**src/rtl/quad_encoder_decoder_if.sv**
```systemverilog
// Encoder-side signal bundle: raw A/B channels in, step strobe/direction/error out.
interface quad_encoder_decoder_if;
  logic enc_a;
  logic enc_b;
  logic en;
  logic down;
  logic err;

  modport master (output enc_a, output enc_b, input en, input down, input err);
  modport slave  (input enc_a, input enc_b, output en, output down, output err);
endinterface

```
**src/rtl/quad_encoder_decoder.sv**
```systemverilog
// Rotary encoder front end: two-FF synchronisers, per-channel debounce, Gray-code
// step decoding into single-cycle en strobes with a held down flag and err pulses.
module quad_encoder_decoder #(
  parameter int unsigned DEB_CYCLES  = 50000,
  parameter bit          DETENT_MODE = 1'b1
) (
  input logic                   clk50m,
  input logic                   rst_n,
  quad_encoder_decoder_if.slave enc_if
);

  localparam int unsigned   CW        = $clog2(DEB_CYCLES);
  localparam int unsigned   IW        = $clog2(DEB_CYCLES + 2);
  localparam logic [CW-1:0] DEB_LAST  = CW'(DEB_CYCLES - 1);
  // Start-up settle covers the synchroniser latency as well as a full debounce period.
  localparam logic [IW-1:0] INIT_LAST = IW'(DEB_CYCLES + 1);

  typedef enum logic {
    S_INIT,
    S_RUN
  } state_e;

  logic [1:0]    sync1_q;
  logic [1:0]    sync2_q;
  logic [1:0]    deb_q;
  logic [1:0]    deb_d;
  logic [CW-1:0] cnt_a_q;
  logic [CW-1:0] cnt_a_d;
  logic [CW-1:0] cnt_b_q;
  logic [CW-1:0] cnt_b_d;
  state_e        state_q;
  state_e        state_d;
  logic [1:0]    prev_q;
  logic [1:0]    prev_d;
  logic [IW-1:0] init_q;
  logic [IW-1:0] init_d;
  logic          en_q;
  logic          en_d;
  logic          down_q;
  logic          down_d;
  logic          err_q;
  logic          err_d;
  logic          fwd;
  logic          rev;
  logic          stable;

  function automatic logic [1:0] fwd_next(input logic [1:0] s);
    logic [1:0] n;
    case (s)
      2'b00:   n = 2'b01;
      2'b01:   n = 2'b11;
      2'b11:   n = 2'b10;
      default: n = 2'b00;
    endcase
    return n;
  endfunction

  // Returns {next debounced bit, next counter}.
  function automatic logic [CW:0] deb_step(input logic s, input logic d, input logic [CW-1:0] c);
    logic          d_n;
    logic [CW-1:0] c_n;
    d_n = d;
    c_n = '0;
    if (s != d) begin
      if (c == DEB_LAST) d_n = s;
      else               c_n = c + 1'b1;
    end
    return {d_n, c_n};
  endfunction

  always_comb begin
    {deb_d[1], cnt_a_d} = deb_step(sync2_q[1], deb_q[1], cnt_a_q);
    {deb_d[0], cnt_b_d} = deb_step(sync2_q[0], deb_q[0], cnt_b_q);
  end

  always_ff @(posedge clk50m or negedge rst_n) begin
    if (!rst_n) begin
      sync1_q <= '1;
      sync2_q <= '1;
      deb_q   <= '1;
      cnt_a_q <= '0;
      cnt_b_q <= '0;
    end else begin
      sync1_q <= {enc_if.enc_a, enc_if.enc_b};
      sync2_q <= sync1_q;
      deb_q   <= deb_d;
      cnt_a_q <= cnt_a_d;
      cnt_b_q <= cnt_b_d;
    end
  end

  assign fwd    = (fwd_next(prev_q) == deb_q);
  assign rev    = (fwd_next(deb_q) == prev_q);
  assign stable = (sync2_q == deb_q) && (deb_q == prev_q);

  always_comb begin
    state_d = state_q;
    prev_d  = prev_q;
    init_d  = init_q;
    en_d    = 1'b0;
    err_d   = 1'b0;
    down_d  = down_q;
    case (state_q)
      S_INIT: begin
        prev_d = deb_q;
        if (!stable) begin
          init_d = '0;
        end else if (init_q == INIT_LAST) begin
          init_d  = '0;
          state_d = S_RUN;
        end else begin
          init_d = init_q + 1'b1;
        end
      end
      S_RUN: begin
        if (deb_q != prev_q) begin
          prev_d = deb_q;
          if (fwd) begin
            if (!DETENT_MODE || (deb_q == 2'b11 && prev_q == 2'b01)) begin
              en_d   = 1'b1;
              down_d = 1'b0;
            end
          end else if (rev) begin
            if (!DETENT_MODE || (deb_q == 2'b11 && prev_q == 2'b10)) begin
              en_d   = 1'b1;
              down_d = 1'b1;
            end
          end else begin
            err_d = 1'b1;
          end
        end
      end
      default: state_d = S_INIT;
    endcase
  end

  always_ff @(posedge clk50m or negedge rst_n) begin
    if (!rst_n) begin
      state_q <= S_INIT;
      prev_q  <= '1;
      init_q  <= '0;
      en_q    <= 1'b0;
      down_q  <= 1'b0;
      err_q   <= 1'b0;
    end else begin
      state_q <= state_d;
      prev_q  <= prev_d;
      init_q  <= init_d;
      en_q    <= en_d;
      down_q  <= down_d;
      err_q   <= err_d;
    end
  end

  assign enc_if.en   = en_q;
  assign enc_if.down = down_q;
  assign enc_if.err  = err_q;

endmodule
```
**src/flat_wrapper.sv**
```systemverilog
// flat-port wrapper written by rule: the top's interface ports become plain ports
module quad_encoder_decoder_flat 
#(
  parameter int unsigned DEB_CYCLES  = 50000,
  parameter bit          DETENT_MODE = 1'b1
)
  (clk50m, rst_n, enc_if_enc_a, enc_if_enc_b, enc_if_en, enc_if_down, enc_if_err);
  quad_encoder_decoder_if enc_if_i ();
  input logic clk50m;
  input logic rst_n;
  input wire logic [$bits(enc_if_i.enc_a)-1:0] enc_if_enc_a;
  input wire logic [$bits(enc_if_i.enc_b)-1:0] enc_if_enc_b;
  output wire logic [$bits(enc_if_i.en)-1:0] enc_if_en;
  output wire logic [$bits(enc_if_i.down)-1:0] enc_if_down;
  output wire logic [$bits(enc_if_i.err)-1:0] enc_if_err;
  assign enc_if_i.enc_a = enc_if_enc_a;
  assign enc_if_i.enc_b = enc_if_enc_b;
  assign enc_if_en = enc_if_i.en;
  assign enc_if_down = enc_if_i.down;
  assign enc_if_err = enc_if_i.err;
  quad_encoder_decoder #(.DEB_CYCLES(DEB_CYCLES), .DETENT_MODE(DETENT_MODE)) u_core (.clk50m(clk50m), .rst_n(rst_n), .enc_if(enc_if_i));
endmodule
```
**config.mk**
```make
export PLATFORM = sky130hd
export DESIGN_NAME = quad_encoder_decoder_flat
export DESIGN_NICKNAME = d
export VERILOG_FILES = /design/src/rtl/quad_encoder_decoder_if.sv /design/src/rtl/quad_encoder_decoder.sv /design/src/flat_wrapper.sv
export SDC_FILE = /design/constraint.sdc
export NUM_CORES = 1
export LEC_CHECK = 0
export BUFFER_PORTS_ARGS = -buffer_cell sky130_fd_sc_hd__clkbuf_2
export CORE_ASPECT_RATIO = 0.75
export CORE_MARGIN = 2
export CORE_UTILIZATION = 45
export CTS_BUF_LIST = sky130_fd_sc_hd__clkbuf_16
export DETAILED_ROUTE_END_ITERATION = 10
export GPL_ROUTABILITY_DRIVEN = 1
export PLACE_DENSITY = 0.61
export SETUP_SLACK_MARGIN = 0.15
export SYNTH_ARGS = -nofsm -noshare
export SYNTH_HDL_FRONTEND = slang
export SYNTH_SLANG_ARGS = --single-unit
```
**constraint.sdc**
```tcl
create_clock -name clk50m -period 1.91 [get_ports clk50m]
set_input_delay 0.2865 -clock clk50m [delete_from_list [all_inputs] [get_ports clk50m]]
set_output_delay 0.2865 -clock clk50m [all_outputs]
set_load 0.05 [all_outputs]
```
# Yosys cells after proc, flatten, opt, wreduce, memory -nomap -nowiden
# Cells that the tools add are included.
[word_totals]
ff_bits = 60
[classes]
n_addsub = 3
n_reduce_logical = 10
bitwise = 1
muxes = 27
eq_ne = 17
[ops]
columns = ["cell", "count"]
rows = [
  ["two-way mux 16 bit", 6],
  ["adder 16 x 1 -> 16 bit, second input constant", 3],
  ["equality test 16 bit, second input constant", 3],
  ["two-way mux 1 bit", 17],
  ["one-hot mux 2 bit (3 select lines)", 2],
  ["equality test 2 bit", 4],
  ["equality test 2 bit, second input constant", 3],
  ["AND reduction 5 bit", 1],
  ["equality test 2 x 1 -> 1 bit, second input constant", 2],
  ["zero test 2 bit", 2],
  ["inequality test 2 bit, second input constant", 2],
  ["one-hot mux 2 bit (2 select lines)", 1],
  ["AND reduction 2 bit", 2],
  ["nonzero test 2 bit", 2],
  ["logical AND 1 bit", 3],
  ["two-way mux 2 bit", 1],
  ["inequality test 1 bit", 2],
  ["inequality test 2 bit", 1],
  ["inverter 1 bit", 1],
]

# Longest topological paths before layout
[depth]
ltp_word = 7
depth_mapped = 7
ltp_nobuf = 6

# Worst setup path before layout
# OpenSTA, ideal clock, no wires.
[synth_timing]
path_kind = "reg-to-reg"
from = "register u_core.init_q[0]"
to = "register u_core.init_q[12]"
path_stages_with_launch = 6
setup_time_ps = 78
path_slack_ps = 85
t_required_ps = 1832
arrival_ps = 1748
period_less_slack_ps = 1825
cell_sequence = "dfrtp_1 -> ha_1 -> nand3_1 -> or4_4 -> or3_1 -> a21oi_1"
[synth_between]
elab_chain_cells = 3
elab_cells_between_ends = 4
[synth_lines]
columns = ["element", "line", "rtl"]
rows = [
  ["from (decl)", "quad_encoder_decoder.sv:35", "logic [IW-1:0] init_q;"],
  ["from (signal assigned)", "quad_encoder_decoder.sv:148", "init_q <= init_d;"],
  ["adder 16 x 1 -> 16 bit or equality test 16 bit (tied branches)", "quad_encoder_decoder.sv:112, quad_encoder_decoder.sv:108", ""],
  ["two-way mux 16 bit (*)", "quad_encoder_decoder.sv:108", "end else if (init_q == INIT_LAST) begin"],
  ["two-way mux 16 bit (*)", "quad_encoder_decoder.sv:106", "if (!stable) begin"],
]
# Mark *: on every way between the ends. The rest lies on a longest branch, timed or not.
# A chain may end at the register's enable or synchronous reset.

# Worst setup path in the final report
[layout_timing]
from = "register u_core.init_q[0]"
to = "register u_core.init_q[0]"
# Same word-level chain as after synthesis.

==> metrics <==
CP required 2.16 ns; peak supply drop 0.606 mV; worst r2r dst u_core.init_q[0]$_DFFE_PN0N_; Cell Area, Synth 2990 um^2; R2R setup slack 0.20 ns; post-synth cell types 40; CP Class reg -> reg; Syn Nets 301; Critical Path End u_core.init_q[0]$_DFFE_PN0N_; RSZ-0062 raised after global routing yes; die area 7310 um^2; die width 98.1 um; synth warn 0; Tot GR Track Use 0.180; final setup vio count 0; Final #Nets 332; post-synthesis async set-or-reset flop share 1.00; CTS tree done; worst setup path startpoint u_core.init_q[0]$_DFFE_PN0N_; critical-path maximum fanout 6; Filler cells 540; core area 6350 um^2; synth-to-layout area growth 22.2%; Critical Path Start Type register; EDFF count, synth 0; crit path cell chain ha_1, and3_1, and4_1, or4_1, nand2_1; Antenna Cells 0; measured slew at the worst slew-check pin 0.459 ns; routability cong. 0.794; Post-DP Area 3190 um^2; Vias/cell 5.45; H-Tree Level Count 3; reg-to-reg startpoint u_core.init_q[0]$_DFFE_PN0N_; Root Driver clkbuf_16; residual antenna-violating net count after detailed routing 0; DRT Wirelength 6050 um; critical path's slowest cell dfrtp_2; # IOs 7; skew final 0.00733 ns; FP Rows 25; initial antenna violation count 0; Initial Util 0.470; sequential area share after synthesis 0.506; ys flop type dfrtp_1; fin area 3650 um^2; hold depth 1; clock-pin slew on the worst setup and hold paths 0.05 ns; DP HPWL 3940 um; Final TNS setup 0 ns; Hold WC Path Type in -> reg; Pre-Repair DR Iteration Count 5; Slew Limit Fails 0; TritonCTS Buffers 9; first-pass GRT wire length 10300 um; slew margin rel. 0.694; Critical Path Sink Type register; Yosys reg bits 60; data arrival time of the worst path 1.97 ns; Achievable Freq 584 MHz; crit-path max cell delay 0.46 ns; Sink Count 60; mean area per synthesized cell 10.2 um^2; Register Area 1520 um^2; period utilization 0.897; final worst path period need 1.71 ns; Clock Latency Late Sink 0.32 ns; Wirelength per Cell 14.7 um; share of post-route cells with drive strength above 1 0.237; die height 74.5 um; Static Leak 1.56 nW; largest net degree at the start of global routing 61; GRT overflow 0; 1st-iter DRT viols 148; Multi-input gate area 1450 um^2; Fin. Hold Viols 0; Syn Inst Count 293; vias in the first global route 2096; via count 2233; Reg2Reg Depth 5; I/O Buffers 6; status complete, no violations; maximum clock insertion buffer count 2; pwr/cell area 877 nW/um^2; # DRC 0; Max Cap Viol 0
worst max-delay path, delay by kind of cell, from the launching register on:
kind / cells / cell delay, ns
simple gates: 4 / 0.94
fa+ha+maj: 1 / 0.24
flops: 1 / 0.46
state kept, by name, summed over array words and instances, names as in the netlist, 2 cells and up:
signal / flops
u_core.cnt_b_q: 16
u_core.prev_q: 2
u_core.deb_q: 2
u_core.sync2_q: 2
u_core.sync1_q: 2
u_core.cnt_a_q: 16
u_core.init_q: 16
through the flow:
step	util	cells	setup WS [ns]	total power, mW	hold WS (ns)
global route	0.575	410	0.0960	3.32	0.0307
CTS	0.561	403	0.151	3.25	0.0366
global placement	0.502	383	0.144	1.41	0.323
floorplan	-	293	0.216	1.36	-0.00909
detailed placement	0.502	383	0.124	1.42	0.323
finish	0.575	410	0.197	3.20	0.0486
synth_stat cells (all sizes together), types with 3 or more instances:
library cell / n / area (um^2)
inv: 7 / 26.3
dfstp: 8 / 210
nor2: 33 / 124
o21ai: 10 / 50.1
a211oi: 4 / 30.0
or3: 8 / 50.1
nor3: 6 / 30.0
o31ai: 5 / 37.5
nor4: 6 / 37.5
xor2: 13 / 114
clkbuf: 9 / 43.8
xnor2: 19 / 166
a21oi: 11 / 58.8
nor4b: 3 / 26.3
nand2: 22 / 82.6
ha: 4 / 50.1
or4: 7 / 61.3
a21o: 5 / 37.5
and4: 3 / 26.3
nor4bb: 4 / 40.0
nand4: 14 / 87.6
and3: 13 / 81.3
nand3: 14 / 75.1
dfrtp: 52 / 1300
cells in the final DEF, fill, tap and decap left out, drive strengths merged, types with 4 or more instances in the layout:
master / Yosys / final
a211oi: 4 / 4
nor4: 6 / 6
a21o: 5 / 5
or4: 7 / 7
nand2: 22 / 22
or3: 8 / 8
clkbuf: 9 / 15
xnor2: 19 / 19
and3: 13 / 13
o21ai: 10 / 10
o31ai: 5 / 5
nand4: 14 / 14
ha: 4 / 4
nor2: 33 / 33
nand3: 14 / 14
nor4bb: 4 / 4
xor2: 13 / 13
dfrtp: 52 / 52
dfstp: 8 / 8
inv: 7 / 8
nor3: 6 / 6
buf: 0 / 22
a21oi: 11 / 11
report_power, final:
group / internal [mW] / leakage, nW / switching (mW)
sequential: 1.29 / 0.788 / 0.0187
clock: 1.26 / 0.166 / 0.545
combinational: 0.0278 / 0.608 / 0.0563
how the worst min path moves through the flow:
stage                                    end         start  slack [ns]
2_1_floorplan    u_core.cnt_a_q[0]$_DFF_PN0_         rst_n      -0.009
3_3_place_gp   u_core.init_q[13]$_DFFE_PN0N_         rst_n        0.32
3_5_place_dp   u_core.init_q[15]$_DFFE_PN0N_         rst_n        0.32
4_1_cts          u_core.sync1_q[1]$_DFF_PN1_  enc_if_enc_a        0.04
5_1_grt          u_core.sync1_q[1]$_DFF_PN1_  enc_if_enc_a        0.03
6_report         u_core.sync1_q[1]$_DFF_PN1_  enc_if_enc_a        0.05
per-layer routing:
metal / share of wire / GRT usage
met1: 0.54 / 0.267
met2: 0.41 / 0.253
met3: 0.040 / 0.0545
met4: 0.0084 / 0.0571
met5: 0 / 0
logic make-up (layout without fill, tap and decap cells):
logic type               Yosys count  count (layout)  synth area share
AO/OA/AOI/OAI                     39              39            0.0830
XOR/XNOR                          32              32            0.0939
adder cells (fa/ha/maj)            4               4            0.0168
buffers and inverters             16              52            0.0235
flip-flops                        60              60             0.506
multiplexers                       2               2           0.00754
AND/OR/NAND/NOR                  140             140             0.269
layout make-up:
cell class | count | area share
inverter | 7 | 0.00720
sequential | 60 | 0.418
clock inverter | 7 | 0.0291
clock buffer | 9 | 0.0617
multi-input combinational | 217 | 0.397
timing repair buffer | 29 | 0.0597
tap | 81 | 0.0278
timing repair:
action,CTS,global route
hold endpoints to repair,52,0
resized for setup,4,11
endpoints found under the setup margin,5,27
hold buffers,1,0
pin swaps,0,1
buffers inserted,3,7
Power figures use the tool's default switching activity.
